[config.mk]
export PLATFORM = sky130hd
export DESIGN_NAME = bin_to_bcd_seq
export DESIGN_NICKNAME = d
export VERILOG_FILES = /design/src/rtl/bin_to_bcd_seq.sv
export SDC_FILE = /design/constraint.sdc
export NUM_CORES = 1
export LEC_CHECK = 0
export ABC_AREA = 1
export BUFFER_PORTS_ARGS = -buffer_cell sky130_fd_sc_hd__buf_2
export CORE_MARGIN = 2
export CORE_UTILIZATION = 45
export CTS_CLUSTER_SIZE = 28
export DETAILED_ROUTE_END_ITERATION = 10
export GPL_ROUTABILITY_DRIVEN = 1
export PLACE_DENSITY = 0.64
export SETUP_SLACK_MARGIN = 0.2
export SYNTH_ARGS = -nofsm -noshare
export SYNTH_HDL_FRONTEND = slang
export SYNTH_SLANG_ARGS = --single-unit
[constraint.sdc]
create_clock -name clk -period 1.59 [get_ports clk]
set_input_delay 0.0795 -clock clk [delete_from_list [all_inputs] [get_ports clk]]
set_output_delay 0.0795 -clock clk [all_outputs]
set_load 0.03 [all_outputs]
[src/rtl/bin_to_bcd_seq.sv]
// bin_to_bcd_seq: sequential double-dabble converter, two's-complement in, sign + 4 BCD digits out
module bin_to_bcd_seq #(
  parameter int W = 12
) (
  input  logic         clk,
  input  logic         rst,
  input  logic         in_Start,
  input  logic [W-1:0] in_Bin,
  output logic         out_Busy,
  output logic         out_Done,
  output logic         out_Signo,
  output logic [3:0]   out_Thousands,
  output logic [3:0]   out_Hundreds,
  output logic [3:0]   out_Tens,
  output logic [3:0]   out_Units
);
  typedef enum logic [1:0] {IDLE, SHIFT, DONE} state_t;
  state_t state_q, state_d;
  logic sign_q, sign_d, signo_q, signo_d;
  logic [W-1:0] mag_q, mag_d;
  logic [15:0] bcd_q, bcd_d, dig_q, dig_d, adj;
  logic [3:0] cnt_q, cnt_d;
  logic [15+W:0] sh;
  genvar g;
  for (g = 0; g < 4; g++) begin : g_adj
    assign adj[4*g +: 4] = bcd_q[4*g +: 4] >= 4'd5 ? bcd_q[4*g +: 4] + 4'd3 : bcd_q[4*g +: 4];
  end
  assign sh = {adj, mag_q} << 1;
  // Next state: capture on start, one add-3/shift step per SHIFT cycle, publish on entry to DONE
  always_comb begin
    state_d = state_q;
    sign_d  = sign_q;
    mag_d   = mag_q;
    bcd_d   = bcd_q;
    cnt_d   = cnt_q;
    dig_d   = dig_q;
    signo_d = signo_q;
    case (state_q)
      IDLE: if (in_Start) begin
        state_d = SHIFT;
        sign_d  = in_Bin[W-1];
        mag_d   = in_Bin[W-1] ? -in_Bin : in_Bin;
        bcd_d   = '0;
        cnt_d   = 4'(W);
      end
      SHIFT: begin
        bcd_d = sh[15+W:W];
        mag_d = sh[W-1:0];
        cnt_d = cnt_q - 4'd1;
        if (cnt_q == 4'd1) begin
          state_d = DONE;
          dig_d   = sh[15+W:W];
          signo_d = sign_q;
        end
      end
      DONE:    state_d = IDLE;
      default: state_d = IDLE;
    endcase
  end
  // State registers with synchronous reset clearing all results
  always_ff @(posedge clk) begin
    if (rst) begin
      state_q <= IDLE;
      sign_q  <= 1'b0;
      mag_q   <= '0;
      bcd_q   <= '0;
      cnt_q   <= '0;
      dig_q   <= '0;
      signo_q <= 1'b0;
    end else begin
      state_q <= state_d;
      sign_q  <= sign_d;
      mag_q   <= mag_d;
      bcd_q   <= bcd_d;
      cnt_q   <= cnt_d;
      dig_q   <= dig_d;
      signo_q <= signo_d;
    end
  end
  assign out_Busy      = state_q != IDLE;
  assign out_Done      = state_q == DONE;
  assign out_Signo     = signo_q;
  assign out_Thousands = dig_q[15:12];
  assign out_Hundreds  = dig_q[11:8];
  assign out_Tens      = dig_q[7:4];
  assign out_Units     = dig_q[3:0];
endmodule

Word-level counts from Yosys, hierarchy flattened
Index checks and enable logic that the tools add are counted.
Cells by class
  add/sub/neg operators: 6
  reduce and logical (&&, ||, !) cells: 7
  $lt $le $gt $ge: 4
  equal/unequal tests: 5
  muxes and demuxes: 14
Operators with widths (number)
  $pmux W16 S2: 1
  $mux W12: 2
  $pmux W12 S2: 1
  $ge A4 B3 Y1 const B: 4
  $mux W16: 1
  $mux W4: 4
  $add A4 B2 Y4 const B: 3
  $neg A12 Y12: 1
  $pmux W4 S2: 1
  $reduce_and A2 Y1: 4
  $eq A4 B1 Y1 const B: 1
  $mux W2: 2
  $ne A2 B2 Y1 const B: 2
  $pmux W2 S2: 1
  $reduce_bool A2 Y1: 2
  $sub A4 B1 Y4 const B: 1
  $add A3 B2 Y3 const B: 1
  $mux W3: 1
  $eq A2 B1 Y1 const B: 1
  $eq A2 B2 Y1 const B: 1
  $logic_not A2 Y1: 1
Storage, ports and cells
  register bits: 52
  input port bits: 15
  word-level logic and storage cells: 43

Depth between registers and ports, before layout
  depth in word-level cells: 4
  depth in mapped cells: 10

Least setup slack after synthesis
OpenSTA, ideal clock, no wires.
  path kind: reg2reg
  start: register bcd_q[12]
  end: register bcd_q[14]
  cell stages (with the launch flop): 9
  data required time: 1.523 ns
  arrival: 1.278 ns
  clock period less this slack: 1.345 ns
  slack: 0.245 ns
  path buffers: 0
  cells stage by stage: dfxtp_1 -> inv_1 -> ha_1 -> inv_1 -> nand2_1 -> nand2_1 -> o21ai_1 -> or2_2 -> a21oi_2
Between the ends
  cells in the longest elaborated chain, start to end: 3
Ends and longest elaborated chain
  start: declaration: RTL line 21  | logic [15:0] bcd_q, bcd_d, dig_q, dig_d, adj;
  start signal: assignment: RTL line 66  | bcd_q <= '0;
  start signal: assignment: RTL line 74  | bcd_q <= bcd_d;
  $ge A4 B3 Y1 / $add A3 B2 Y3 (equally long branches): RTL line 26  | assign adj[4*g +: 4] = bcd_q[4*g +: 4] >= 4'd5 ? bcd_q[4*g +: 4] + 4'd3 : bcd_q[4*g +: 4];
  $mux W3 *: RTL line 26
  $pmux W16 S2 *: RTL line 38  | case (state_q)
Mark *: on every way between the ends. The rest lies on a longest branch, timed or not.
A chain may end at the register's enable or synchronous reset.

Worst setup path after layout
  start: register bcd_q[8]
  end: register bcd_q[10]
Between the ends
  cells in the longest elaborated chain, start to end: 3
Ends and longest elaborated chain (RTL line)
  $add A4 B2 Y4 / $ge A4 B3 Y1 (equally long branches): 26
  $mux W4 *: 26
  $pmux W16 S2 *: 38
Marks and branches as above.

==> results.yml <==
yosys:
  netlist.area_leader.share_pct: 39.1
  ys_types: 35
  syn_nets: 393
  synth-seq-cells: 52
  syn_avg_cell_area_sq_um: 7.25
  synth_warnings: 0
  ys_seq_area_share_pct: 39.1
  postSynthCellCount: 367
  synthesis.area_sq_um: 2660
  synth_top_cell_by_area: "dfxtp_1"
  synth_area_leaders: "dfxtp_1, nand2_1, nand3_1"
critical_path:
  crit_fanout: 4
  cpPeakStageDelay_ns: 0.32
  critical_path.most_common_cell: "nand2_1"
  start_kind: "flip-flop"
  crit_chain: "buf_4, ha_1, nand2_2, nand3_4, inv_2, nand2_1, o21ai_2, nand2_1, a21oi_1"
  cp_slowest_cell: "dfxtp_1"
  path_class: "reg2reg"
  crit_arrival_ns: 1.60
  crit_family: "simple AND/OR/NAND/NOR gates"
  path_buf_inv: 2
  end_kind: "flip-flop"
  required_ns: 1.83
finish:
  multiInputGateArea_sq_um: 1480
  drive_gt1_share_pct: 29.2
  layoutNonFillerInstCount: 486
  fillerInstances: 595
  area_delta_synth_final_pct: 21.3
  fin_nets: 436
  n_antenna_cell: 0
  regArea_sq_um: 1060
die:
  rows: 28
  die_w_um: 80.9
  die_h_um: 80.9
  dieArea_sq_um: 6550
  initial_core_util_pct: 45.8
  num_io_pins: 34
  core_area_sq_um: 5820
placement:
  placedCellCount: 466
  io_buffers: 33
  place_hpwl_mm: 4.00
  place.gp.congestion: 0.773
sta:
  relSlewSlack_pct: 70.8
  setup_viol: 0
  tightest_slew_ns: 0.437
  slew_viol_final: 0
  final.setup.tns_ns: 0
  timing.hold.ws_ns: 0.0272
  hold_viol_final: 0
  rsz0062_at_grt: "true"
  finClkSkew_ns: 0.00551
  period_share_pct: 85.1
  fin_crit_ns: 1.35
  fmax_ghz: 0.739
power:
  p_sw_share_pct: 27.7
  p_leak_uw: 0.00138
  peakVddDrop_v: 0.000368
  power.total_uw: 2530
  p_switching_uw: 700
  power_frac_comb_pct: 15.1
  clock_power_share_pct: 30.8
  power_density_nw_per_um2: 783
  seqPwrFrac_pct: 54.2
  p_int_uw: 1830
route:
  drt-pass1-iter-count: 4
  drt-vias-per-instance: 5.03
  antenna_left: 0
  num_vias: 2446
  drc: 0
  routed_wl_mm: 5.92
  detail_route.iter0.violations: 129
  wl_per_cell_um: 12.2
status:
  status: "completed"
flow_run:
  maxCapViolCount: 0
clock_tree:
  cts_tree: "built"
  clock-sinks: 52
  clockBufferDepth: 2
  clk_pin_slew_ns: 0.09
  cts_made_buffers: 5
  clockRootBuffer: "clkbuf_8"
  clock_latency_ns: 0.31
  cts.htree.levels: 2
global_routing:
  grt_max_degree: 30
  grt-ovfl-total: 0
  gr-usage-all-layers_pct: 19.2
  grt_pass1_wl_mm: 9.96
  grt_pass1_vias: 2291
  antenna_found_initial: 0
min_path:
  hold_class: "in2reg"
cell usage in the layout (no fill, tap or decap), types with 6 or more instances in the layout:
master,count
a21oi_1,26
a21oi_2,9
a22oi_1,7
buf_2,33
buf_4,15
clkbuf_8,6
dfxtp_1,45
ha_1,7
inv_1,29
inv_2,9
nand2_1,88
nand2_2,7
nand3_1,35
nor2_1,17
o21ai_0,20
state kept, by name, indices dropped and copies added, names as in the netlist:
signal	flops
sign_q	1
mag_q	12
state_q	2
out_Signo	1
bcd_q	16
dig_q	16
cnt_q	4
through the flow:
step                setup WS [ns]  util (%)  instance area, sq um
detailed placement          0.142      49.5                  2880
floorplan                   0.245         -                  2660
finish                      0.237      55.5                  3230
CTS                         0.201      52.0                  3030
global placement            0.194      49.5                  2880
global route               0.0942      55.5                  3230
metal layers:
layer / vias up / share of wire (%) / track usage, %
li1: 1270 / - / -
met1: 1112 / 46 / 24.1
met2: 54 / 48 / 33.4
met3: 10 / 4.2 / 3.44
met4: 0 / 1.7 / 6.10
met5: - / 0 / 0
Yosys cell counts, drive strengths merged:
library cell and number:
nand2 99, dfxtp 52, inv 43, nand3 37, a21oi 35, o21ai 23, nor2 22, buf 12
ha 11, a22oi 7, xor2 5, a31oi 4, or2 4, a21boi 3, clkbuf 3, nand3b 3
o211ai 3, nand4 1
area by class of cell:
type	instances	area share, %
clock inverter	2	0.310
inverter	43	5.58
clock buffer	6	2.56
sequential	52	32.7
timing repair inverter	1	0.194
tap	75	2.91
multi-input combinational	257	45.9
timing repair buffer	50	9.84
timing repair:
item,CTS,global route
resized for setup,14,43
endpoints found under the setup margin,14,33
cloned,0,1
setup buffers,3,8
pin swaps,2,11
hold buffers,0,0
cell families after synthesis:
family,count (synthesis),share of synthesized area (%)
xor gates and xnor gates,5,1.64
AOI/OAI and AO/OA,75,16.2
buffers and inverters,58,9.96
DFF,52,39.1
and+or+nand+nor,166,27.9
adders and majority gates,11,5.17
tightest hold or removal path: cells and delay by family:
kind                   cells  cell delay, ns
buffers and inverters      1            0.11
AND/OR/NAND/NOR            1            0.05
AO/OA/AOI/OAI              1            0.05
path summary, 6_finish.rpt:
check            start         to  slack [ns]  depth (start not counted)
min          in_Bin[0]   mag_q[0]        0.03                          3
max           bcd_q[8]  bcd_q[10]        0.24                          9
max reg2reg   bcd_q[8]  bcd_q[10]        0.24                          9
min reg2reg   mag_q[0]   mag_q[0]        0.47                          2
power groups by stage:
stage | combinational (uW) | sequential [uW] | clock (uW)
after CTS | 358 | 1370 | 808
after global routing | 432 | 1380 | 856
after global placement | 353 | 1410 | 0
after floorplan | 275 | 1400 | 0
after detailed placement | 356 | 1410 | 0
final | 381 | 1370 | 778
Note: power is estimated with default switching activity, not from simulation.
